<file path="src/rtl/p12_cfg_sequencer.sv">
// ---------------------------------------------------------------------------
// p12_cfg_sequencer
//
// Drives a CHAIN_LEN-bit configuration scan chain through one sequence:
//   IDLE -> PREP -> SHIFT -> FINISH -> DONE -> IDLE
//
// Write mode (mode=0): bytes from the in_* stream are shifted into the chain
// LSB first via sc. Readback mode (mode=1): the chain output is fed straight
// back into sc, so the chain recirculates and keeps its contents.
// In both modes every shifted bit of out_sc is collected LSB first into
// bytes that are delivered on the out_* stream.
//
// Ports
//   clk, rst_n          clock, asynchronous active-low reset
//   start, mode         request a sequence (sampled in IDLE), 0=write 1=readback
//   abort               stop a running sequence (PREP/SHIFT only)
//   in_data/valid/ready write-byte stream (sink)
//   out_data/valid/ready readback-byte stream (source)
//   busy, done, aborted status
//   se, sc              grid scan enable / scan data
//   ff_gate, l_gate     grid flop gate / latch gate
//   out_sc              grid scan-chain output
//
// CHAIN_LEN must be a multiple of 8 and at least 16.
// ---------------------------------------------------------------------------
module p12_cfg_sequencer #(
  parameter int unsigned CHAIN_LEN = 432
) (
  input  logic       clk,
  input  logic       rst_n,
  input  logic       start,
  input  logic       mode,
  input  logic       abort,
  input  logic [7:0] in_data,
  input  logic       in_valid,
  output logic       in_ready,
  output logic [7:0] out_data,
  output logic       out_valid,
  input  logic       out_ready,
  output logic       busy,
  output logic       done,
  output logic       aborted,
  output logic       se,
  output logic       sc,
  output logic       ff_gate,
  output logic       l_gate,
  input  logic       out_sc
);

  localparam int unsigned NBYTES = CHAIN_LEN / 8;
  localparam int unsigned BW     = $clog2(CHAIN_LEN + 1);
  localparam int unsigned YW     = $clog2(NBYTES + 1);

  typedef enum logic [2:0] {
    IDLE,
    PREP,
    SHIFT,
    FINISH,
    DONE
  } state_e;

  state_e          state_q,     state_d;
  logic            mode_q,      mode_d;
  logic [7:0]      buf_q,       buf_d;        // write bit buffer, bit 0 is next out
  logic [3:0]      buf_cnt_q,   buf_cnt_d;    // bits left in buf_q (0..8)
  logic [7:0]      acc_q,       acc_d;        // readback accumulator
  logic [2:0]      acc_cnt_q,   acc_cnt_d;    // bits held in acc_q (0..7)
  logic [7:0]      out_data_q,  out_data_d;
  logic            out_valid_q, out_valid_d;
  logic [BW-1:0]   bit_cnt_q,   bit_cnt_d;    // shift cycles so far
  logic [YW-1:0]   byte_cnt_q,  byte_cnt_d;   // write bytes accepted so far
  logic            aborted_q,   aborted_d;

  logic            bit_avail;
  logic            stall;
  logic            shift_en;
  logic            accept;
  logic            last_bit;
  logic            abort_hit;

  // A bit is always available in readback because the chain feeds itself.
  assign bit_avail = mode_q | (buf_cnt_q != 4'd0);

  // Capturing another bit would need a free output register: with 7 bits
  // already collected and the previous byte still unclaimed, hold the chain.
  assign stall     = (acc_cnt_q == 3'd7) && out_valid_q && !out_ready;

  assign shift_en  = (state_q == SHIFT) && bit_avail && !stall;
  assign last_bit  = shift_en && (bit_cnt_q == BW'(CHAIN_LEN - 1));
  assign abort_hit = abort && ((state_q == PREP) || (state_q == SHIFT));
  assign accept    = in_valid && in_ready;

  assign out_data  = out_data_q;
  assign out_valid = out_valid_q;
  assign aborted   = aborted_q;

  always_comb begin
    state_d     = state_q;
    mode_d      = mode_q;
    buf_d       = buf_q;
    buf_cnt_d   = buf_cnt_q;
    acc_d       = acc_q;
    acc_cnt_d   = acc_cnt_q;
    out_data_d  = out_data_q;
    out_valid_d = out_valid_q;
    bit_cnt_d   = bit_cnt_q;
    byte_cnt_d  = byte_cnt_q;
    aborted_d   = aborted_q;

    busy     = 1'b0;
    done     = 1'b0;
    se       = 1'b0;
    sc       = 1'b0;
    ff_gate  = 1'b0;
    l_gate   = 1'b0;
    in_ready = 1'b0;

    if ((state_q == SHIFT) && !mode_q && (buf_cnt_q == 4'd0) &&
        (byte_cnt_q < YW'(NBYTES))) begin
      in_ready = 1'b1;
    end

    // Output handshake first so that a byte completing in the same cycle
    // (set below) wins over the clear.
    if (out_valid_q && out_ready) begin
      out_valid_d = 1'b0;
    end

    if (shift_en) begin
      bit_cnt_d = bit_cnt_q + BW'(1);
      acc_d[acc_cnt_q] = out_sc;
      if (acc_cnt_q == 3'd7) begin
        out_data_d  = {out_sc, acc_q[6:0]};
        out_valid_d = 1'b1;
        acc_cnt_d   = 3'd0;
      end else begin
        acc_cnt_d = acc_cnt_q + 3'd1;
      end
      if (!mode_q) begin
        buf_d     = buf_q >> 1;
        buf_cnt_d = buf_cnt_q - 4'd1;
      end
    end

    // Only possible with an empty buffer, so never collides with a shift.
    if (accept) begin
      buf_d      = in_data;
      buf_cnt_d  = 4'd8;
      byte_cnt_d = byte_cnt_q + YW'(1);
    end

    unique case (state_q)
      IDLE: begin
        if (start) begin
          mode_d     = mode;
          aborted_d  = 1'b0;
          bit_cnt_d  = '0;
          byte_cnt_d = '0;
          acc_d      = '0;
          acc_cnt_d  = '0;
          buf_d      = '0;
          buf_cnt_d  = '0;
          state_d    = PREP;
        end
      end
      PREP: begin
        busy    = 1'b1;
        l_gate  = 1'b1;
        ff_gate = 1'b1;
        state_d = SHIFT;
      end
      SHIFT: begin
        busy    = 1'b1;
        l_gate  = 1'b1;
        se      = 1'b1;
        ff_gate = !shift_en;
        if (mode_q) begin
          sc = out_sc;
        end else begin
          sc = shift_en & buf_q[0];
        end
        if (last_bit) begin
          state_d = FINISH;
        end
      end
      FINISH: begin
        busy    = 1'b1;
        l_gate  = 1'b1;
        ff_gate = 1'b1;
        if (!out_valid_q) begin
          state_d = DONE;
        end
      end
      DONE: begin
        done    = 1'b1;
        state_d = IDLE;
      end
      default: begin
        state_d = IDLE;
      end
    endcase

    // Abort overrides both the completion path and any byte just produced.
    if (abort_hit) begin
      state_d     = FINISH;
      acc_d       = '0;
      acc_cnt_d   = '0;
      buf_d       = '0;
      buf_cnt_d   = '0;
      out_valid_d = 1'b0;
      aborted_d   = 1'b1;
    end
  end

  always_ff @(posedge clk or negedge rst_n) begin
    if (!rst_n) begin
      state_q     <= IDLE;
      mode_q      <= 1'b0;
      buf_q       <= '0;
      buf_cnt_q   <= '0;
      acc_q       <= '0;
      acc_cnt_q   <= '0;
      out_data_q  <= '0;
      out_valid_q <= 1'b0;
      bit_cnt_q   <= '0;
      byte_cnt_q  <= '0;
      aborted_q   <= 1'b0;
    end else begin
      state_q     <= state_d;
      mode_q      <= mode_d;
      buf_q       <= buf_d;
      buf_cnt_q   <= buf_cnt_d;
      acc_q       <= acc_d;
      acc_cnt_q   <= acc_cnt_d;
      out_data_q  <= out_data_d;
      out_valid_q <= out_valid_d;
      bit_cnt_q   <= bit_cnt_d;
      byte_cnt_q  <= byte_cnt_d;
      aborted_q   <= aborted_d;
    end
  end

endmodule

</file>
<file path="config.mk">
export PLATFORM = sky130hd
export DESIGN_NAME = p12_cfg_sequencer
export DESIGN_NICKNAME = d
export VERILOG_FILES = /design/src/rtl/p12_cfg_sequencer.sv
export SDC_FILE = /design/constraint.sdc
export NUM_CORES = 1
export LEC_CHECK = 0
export BUFFER_PORTS_ARGS = -buffer_cell sky130_fd_sc_hd__buf_4
export CAP_MARGIN = 30
export CORE_MARGIN = 8
export CORE_UTILIZATION = 45
export CTS_CLUSTER_SIZE = 10
export DETAILED_ROUTE_END_ITERATION = 10
export GPL_TIMING_DRIVEN = 0
export PLACE_DENSITY = 0.67
export REMOVE_ABC_BUFFERS = 1
export SLEW_MARGIN = 5
export SYNTH_ARGS = -nofsm -noshare
export SYNTH_HDL_FRONTEND = slang
export SYNTH_SLANG_ARGS = --single-unit
</file>
<file path="constraint.sdc">
create_clock -name clk -period 1.8 [get_ports clk]
set_input_delay 0.18 -clock clk [delete_from_list [all_inputs] [get_ports clk]]
set_output_delay 0.18 -clock clk [all_outputs]
set_load 0.1 [all_outputs]
</file>
# After elaboration in Yosys (flattened, before gate mapping)
# Cells that the tools add are included.
[word_totals] register_bits=52 input_bits=16 output_inout_bits=17 word_cells=106
[classes] n_addsub=4 order_cmp=3 eq_ne=9 muxes=49 bitwise=2 n_reduce_logical=28
[op_table] cell="8-bit two-way mux" n=10
[op_table] cell="3-bit two-way mux" n=9
[op_table] cell="9-bit two-way mux" n=3
[op_table] cell="4-bit two-way mux" n=6
[op_table] cell="6-bit two-way mux" n=3
[op_table] cell="1-bit two-way mux" n=14
[op_table] cell="1-bit logical AND" n=12
[op_table] cell="3-bit one-hot mux with 4 select lines" n=1
[op_table] cell="9-bit by 1-bit adder with 9-bit output (second input constant)" n=1
[op_table] cell="9-bit equality test (second input constant)" n=1
[op_table] cell="3-bit inequality test (second input constant)" n=3
[op_table] cell="8-bit bitwise mux" n=1
[op_table] cell="6-bit by 1-bit adder with 6-bit output (second input constant)" n=1
[op_table] cell="3-bit by 2-bit equality test with 1-bit output (second input constant)" n=2
[op_table] cell="3-bit equality test (second input constant)" n=2
[op_table] cell="6-bit < comparator (second input constant)" n=1
[op_table] cell="2-bit AND reduction" n=3
[op_table] cell="1-bit zero test" n=4
[op_table] cell="4-bit zero test" n=1
[op_table] cell="3-bit by 4-bit < comparator with 1-bit output (second input constant)" n=1
[op_table] cell="2-bit nonzero test" n=2
[op_table] cell="4-bit nonzero test" n=1
[op_table] cell="4-bit by 1-bit subtractor with 4-bit output (second input constant)" n=1
[op_table] cell="3-bit by 1-bit adder with 3-bit output (second input constant)" n=1
[op_table] cell="other kinds (11)" n=11

# Longest topological paths before layout
# Gate-level depths: netlist (run 1).
[logic_depth] depth_word=10 depth_mapped=8 ltp_nobuf=6

# Worst setup path after synthesis (run 1)
# OpenSTA, ideal clock, no wires.
[synth_path] path_kind="register -> output" start="register out_valid_q, in the netlist out_valid" end="output port ff_gate" t_arrival_ns=3.565 required_time_ns=1.620 path_slack_ns=-1.945 path_stages_with_launch=4 n_path_buf=0 cell_sequence="dfrtp_1 and3b_1 nor3_2 nor3_1"
[synth_between] elab_chain_len=6
[synth_lines] item="from (decl)" line_no="69" text="logic out_valid_q, out_valid_d;"
[synth_lines] item="from (signal assigned)" line_no="236" text="out_valid_q <= out_valid_d;"
[synth_lines] item="1-bit logical AND (2 in a row)" line_no="86" text="assign stall = (acc_cnt_q == 3'd7) && out_valid_q && !out_ready;"
[synth_lines] item="1-bit zero test" line_no="88" text="assign shift_en = (state_q == SHIFT) && bit_avail && !stall;"
[synth_lines] item="1-bit logical AND" line_no="88"
[synth_lines] item="1-bit zero test" line_no="176" text="ff_gate = !shift_en;"
[synth_lines] item="1-bit one-hot mux with 2 select lines" line_no="152" text="unique case (state_q)"
[synth_lines] item="to (decl)" line_no="45" text="output logic ff_gate,"
# Every way passes these cells.

# Final worst setup path (run 1)
[layout_path] start="register buf_cnt_q[0]" end="output port sc"
[layout_between] elab_chain_len=7
[layout_lines] item="from (decl)" line_no="65" text="logic [3:0] buf_cnt_q, buf_cnt_d;"
[layout_lines] item="from (signal assigned)" line_no="232" text="buf_cnt_q <= buf_cnt_d;"
[layout_lines] item="4-bit nonzero test" line_no="82" text="assign bit_avail = mode_q | (buf_cnt_q != 4'd0);"
[layout_lines] item="1-bit bitwise OR" line_no="82"
[layout_lines] item="1-bit logical AND (2 in a row)" line_no="88"
[layout_lines] item="1-bit AND" line_no="180" text="sc = shift_en & buf_q[0];"
[layout_lines] item="1-bit two-way mux" line_no="177" text="if (mode_q) begin"
[layout_lines] item="1-bit two-way mux" line_no="152"
[layout_lines] item="to (decl)" line_no="44" text="output logic sc,"
# Every way passes these cells.

==> qor.yml, run 1 <==
status: "complete, but fails checks"
violations: "setup timing"
fp.coreArea_um2: 5780
grt-ovfl-total: 0
p_leak_uw: 0.00179
setup.worst_path.end_class: "output pin"
maxSlewHeadroom_pct: 56.2
syn_inst: 256
clock_sinks: 51
dp_hpwl_um: 3670
antenna_found_initial: 0
totalWireLength_um: 8090
ys_async_sr_fraction_pct: 100
vias_per_cell: 5.87
start_util_pct: 45.7
critPathLaunchType: "register"
finalCritPeriodShare_pct: 121
antenna_left: 0
slew_viol_final: 0
layout_setup_ws_ps: -383
synth_commonest_cells: "dfrtp_1, nor2_1, nand2_1"
syn_area_per_cell_um2: 10.3
final.min_clock_period_ps: 2180
synth.most_common_cell: "dfrtp_1"
drt_first_iter_violations: 161
crit_fanout: 2
ys_top_cells_by_area: "dfrtp_1, mux2i_1, nor2_1, mux2_2, nand2_1"
place_congestion: 0.752
setup_viol: 47
synth.cell_area_um2: 2640
insertedDiodeCount: 0
clk_pin_slew_ps: 90
multi_input_area_um2: 1680
ys_warn_count: 0
die_area_um2: 8570
grt_usage_pct: 17.8
irDropWorstVdd_v: 0.000966
layout-drive-gt1-share_pct: 49.1
final_hold_viol_count: 0
synth_flop_cell: "dfrtp_1"
seq_area_um2: 1280
ys_types: 53
die_y_um: 92.6
fin_nets: 357
total_power_uw: 6620
n_fill_cell: 391
clkLatencyLatePin_ps: 310
wire_per_inst_um: 19.7
port_buffers: 32
skew_ps: 6.54
cp_data_required_time_ps: 1620
setup_tns_ps: -8050
path_class: "reg -> out"
cp.arrival_ps: 2000
grt_first_pass_wirelength_um: 12200
max_freq_mhz: 458
area_growth_pct: 49.4
io_pins: 33
first_pass_iters: 4
yosys.area.top_type: "dfrtp_1"
grt_max_degree: 52
cap_violations: 0
cts-htree-levels: 2
min_path_type: "in -> reg"
cts_buffer_depth: 2
drcViolationCount: 0
cts_root_buf: "clkbuf_8"
cts_buffers: 5
grt_setup_unrepaired: "true"
cts_tree: "built"
dp_cells: 349
yosys.area.top_type_share_pct: 48.3
ys_seq_elements: 51
yosysSeqAreaShare_pct: 48.3
stdcell_count: 411
powerDensity_nw_per_um2: 1680
rows: 28
via_count: 2412
grt_pass1_vias: 2358
tightest_slew_ps: 656
synth_edf_count: 0
die_w_um: 92.6
metal layers:
layer / vias to the layer above / GRT usage, % / share of wire, %
li1: 1090 / - / -
met5: - / 0 / 0
met2: 97 / 29.4 / 50
met4: 0 / 7.38 / 4.3
met3: 27 / 3.96 / 5.9
met1: 1198 / 22.0 / 39
worst paths after layout:
path / start / to / slack, ps / cells past startpoint
max: buf_cnt_q[0] / sc / -380 / 7
min: mode / mode_q / 50 / 3
max reg2reg: state_q[0] / acc_q[6] / -280 / 7
min reg2reg: bit_cnt_q[8] / bit_cnt_q[8] / 480 / 1
max in group asynchronous: rst_n / state_q[2] / 900 / 2
min in group asynchronous: rst_n / out_data[3] / 430 / 2
through the flow:
stage	setup WS [ps]	hold slack [ps]	cell area, um2	utilization, %
global route	-444	72.0	3940	68.2
floorplan	-1940	-116	2560	-
CTS	-319	48.6	3720	64.4
detailed placement	-593	256	2900	50.1
global placement	-1100	256	2890	50.1
finish	-383	52.6	3940	68.2
state kept, by name (all words and copies together) (netlist names):
register    count
bit_cnt_q       9
buf_q           8
out_data        8
acc_q           7
byte_cnt_q      6
buf_cnt_q       4
acc_cnt_q       3
state_q         3
aborted         1
mode_q          1
out_valid       1
logic make-up (layout without fill, tap and decap cells):
group                    count (synthesis)  count (layout)  synth area share, %
AND/OR/NAND/NOR                        106             108                 23.0
flip-flops                              51              51                 48.3
AO/OA/AOI/OAI                           47              48                 11.8
multiplexers                            20              20                 7.96
buffers and inverters                   19              96                 3.74
XOR/XNOR                                 7               7                 2.32
adder cells (fa/ha/maj)                  6               6                 2.84
cells in the final DEF (no fill, tap or decap), types with 5 or more instances in the layout:
cell type	instances
buf_4	57
dfrtp_1	45
nor2_1	24
nand2_1	21
buf_6	18
mux2i_1	11
a21oi_2	10
a211oi_1	8
mux2_4	8
nand4_1	7
a21oi_1	6
dfrtp_2	6
buf_12	6
clkbuf_8	5
final cells by class:
cell class	count	share of cell area, %
repair buffers	83	19.7
multi-input cells	189	42.5
flip-flops and latches	51	32.6
clock buffers	7	1.94
inverters	5	0.793
well taps	75	2.38
clock inverters	1	0.127
where the power goes:
part / switching [uW] / total, uW / internal, uW
Clock: 379 / 653 / 274
Combinational: 2530 / 4340 / 1800
Sequential: 242 / 1630 / 1390
Total: 3160 / 6620 / 3460
critical path: stages (launching register included):
cell and delay, ps:
dfrtp_1 400, inv_2 90, ha_4 140, or4b_4 470, and3_4 200, a22oi_2 150, nor2_2 70, buf_12 170
repair_timing:
item	4_1_cts	5_1_grt
endpoints found under the setup margin	51	50
endpoints found under the hold margin	51	0
hold buffers	1	0
buffers inserted	38	16
resized for setup	86	36
cloned	3	0
pin swaps	42	30
No activity file was read; power rests on OpenSTA's default activity.
==> inputs of run 2 (changes only) <==
--- a/config.mk
+++ b/config.mk
@@ -5,6 +5,7 @@
 export SDC_FILE = /design/constraint.sdc
 export NUM_CORES = 1
 export LEC_CHECK = 0
+export ABC_AREA = 1
 export BUFFER_PORTS_ARGS = -buffer_cell sky130_fd_sc_hd__buf_4
 export CAP_MARGIN = 30
 export CORE_MARGIN = 8
==> qor.yml, run 2 <==
antenna_found_initial: 0  # unchanged
yosys.area.top_type_share_pct: 45.3  # was 48.3%
area_growth_pct: 28.9  # was 49.4%
setup_tns_ps: -497  # was -8050 ps
max_freq_mhz: 475  # was 458 MHz
path_class: "reg -> out"  # unchanged
cts_tree: "built"  # unchanged
grt-ovfl-total: 0  # unchanged
die_w_um: 95.1  # was 92.6 um
cts_buffers: 5  # unchanged
drt_first_iter_violations: 101  # was 161
finalCritPeriodShare_pct: 117  # was 121%
wire_per_inst_um: 13.3  # was 19.7 um
p_leak_uw: 0.00183  # was 0.00179 uW
drcViolationCount: 0  # unchanged
slew_viol_final: 0  # unchanged
cp_data_required_time_ps: 1620  # about the same
grt_first_pass_wirelength_um: 11300  # was 12,200 um
synth_flop_cell: "dfrtp_1"  # unchanged
ys_top_cells_by_area: "dfrtp_1, nand2_1, nor2_1, o21ai_0, inv_1"  # was dfrtp_1, mux2i_1, nor2_1, mux2_2, nand2_1
final_cell_mix: "nand2_1, nor2_1, buf_4, dfrtp_1, inv_1"  # was buf_4, dfrtp_1, nor2_1, nand2_1, buf_6
synth_commonest_cells: "nand2_1, nor2_1, dfrtp_1"  # was dfrtp_1, nor2_1, nand2_1
cts-htree-levels: 2  # unchanged
grt_setup_unrepaired: "true"  # unchanged
io_pins: 33  # unchanged
ys_warn_count: 0  # unchanged
die_area_um2: 9050  # was 8570 um2
synth.cell_area_um2: 2820  # was 2640 um2
layout-drive-gt1-share_pct: 28.0  # was 49.1%
min_path_type: "in -> reg"  # unchanged
total_power_uw: 5920  # was 6620 uW
syn_area_per_cell_um2: 7.60  # was 10.3 um2
via_count: 2540  # was 2,412
fin_area_um2: 3630  # was 3940 um2
start_util_pct: 45.4  # was 45.7%
largest_register_ffs: 9  # unchanged
first_pass_iters: 4  # unchanged
critPathLaunchType: "register"  # unchanged
die_y_um: 95.1  # was 92.6 um
cp.arrival_ps: 1930  # was 2000 ps
final_common_cell: "nand2_1"  # was buf_4
ys_types: 32  # was 53
placed_cell_area_um2: 3080  # was 2900 um2
setup.worst_path.end_class: "output pin"  # unchanged
place_ws_ps: -957  # was -593 ps
ys_seq_elements: 51  # unchanged
grt_pass1_vias: 2487  # was 2,358
powerDensity_nw_per_um2: 1630  # was 1680 nW/um2
violations: "setup timing"  # unchanged
fp.coreArea_um2: 6200  # was 5780 um2
cts_root_buf: "clkbuf_8"  # unchanged
grt_usage_pct: 15.6  # was 17.8%
layout_setup_ws_ps: -307  # was -383 ps
yosysSeqAreaShare_pct: 45.3  # was 48.3%
fin_nets: 450  # was 357
multi_input_area_um2: 1470  # was 1680 um2
synth_edf_count: 0  # unchanged
final_core_util_pct: 58.6  # was 68.2%
rows: 29  # was 28
crit_fanout: 2  # unchanged
antenna_left: 0  # unchanged
ys_async_sr_fraction_pct: 100  # unchanged
port_buffers: 32  # unchanged
largest_register: "bit_cnt_q"  # unchanged
vias_per_cell: 5.02  # was 5.87
final_hold_viol_count: 0  # unchanged
totalWireLength_um: 6720  # was 8090 um
insertedDiodeCount: 0  # unchanged
seq_area_um2: 1280  # about the same
syn_inst: 371  # was 256
setup_viol: 3  # was 47
dp_hpwl_um: 4100  # was 3670 um
clock_sinks: 51  # unchanged
maxSlewHeadroom_pct: 55.9  # was 56.2%
tightest_slew_ps: 661  # was 656 ps
final.min_clock_period_ps: 2110  # was 2180 ps
place_congestion: 0.801  # was 0.752
clkLatencyLatePin_ps: 310  # about the same
irDropWorstVdd_v: 0.00188  # was 0.000966 V
cap_violations: 0  # unchanged
status: "complete, but fails checks"  # unchanged
grt_max_degree: 52  # unchanged
synth.most_common_cell: "nand2_1"  # was dfrtp_1
yosys.area.top_type: "dfrtp_1"  # unchanged
cts_buffer_depth: 2  # unchanged
n_fill_cell: 576  # was 391
clk_pin_slew_ps: 90  # about the same
skew_ps: 12.1  # was 6.54 ps
[run 2: what timing repair did]
item / in CTS / in global routing
resized for setup: 31 / 32
hold buffers: 1 / 0
setup endpoints to repair: 47 / 42
buffers inserted: 15 / 9
pin swaps: 8 / 8
cloned: 2 / 1
hold endpoints to repair: 51 / 0
[run 2: layout make-up]
type / count / share of cell area [%]
Clock buffer: 5 / 1.89
Sequential cell: 51 / 35.2
Clock inverter: 3 / 1.86
Tap cell: 77 / 2.65
Inverter: 43 / 4.65
Multi-Input combinational cell: 270 / 40.3
Timing Repair Buffer: 57 / 13.4
[run 2: through the flow]
stage | cells | hold WS, ps
after floorplan | 361 | -116
after global placement | 470 | 254
after detailed placement | 470 | 258
after CTS | 496 | 88.3
after global routing | 506 | 114
final | 506 | 95.3
[run 2: critical path, cell delays in order, from the launching register on]
cell     delay [ps]
dfrtp_1         410
ha_2            210
ha_4            160
nand2_2          80
inv_2            60
nor2_4          140
nand2_4          70
nor2_4           80
a21oi_2          40
nor2_2          170
buf_12          200
[run 2: path summary, 6_finish.rpt]
path / startpoint / endpoint / slack (ps) / cells after the start
setup / recovery: acc_cnt_q[0] / sc / -310 / 10
hold / removal: mode / mode_q / 100 / 3
setup reg to reg: acc_cnt_q[0] / acc_q[2] / 10 / 11
hold reg to reg: acc_q[6] / out_data[6] / 480 / 2
max in group asynchronous: rst_n / state_q[2] / 900 / 2
min in group asynchronous: rst_n / byte_cnt_q[2] / 430 / 2
[run 2: routing by layer]
layer  track usage (%)  up-vias  share of wire [%]
met5                 0        -                  0
met3              3.23        8                4.9
met4              4.81        0                1.1
met1              19.2     1202                 45
li1                  -     1291                  -
met2              26.8       39                 49
[run 2: power by group]
group	internal (uW)	switching, uW	total [uW]
sequential	1410	213	1620
combinational	1140	2200	3340
clock	555	409	964
[run 2: logic make-up after synthesis]
family                     synth area share (%)
buffers and inverters                      8.34
adders and majority gates                  2.66
and+or+nand+nor                            31.3
xor gates and xnor gates                   1.55
DFF                                        45.3
AOI/OAI and AO/OA                          10.9
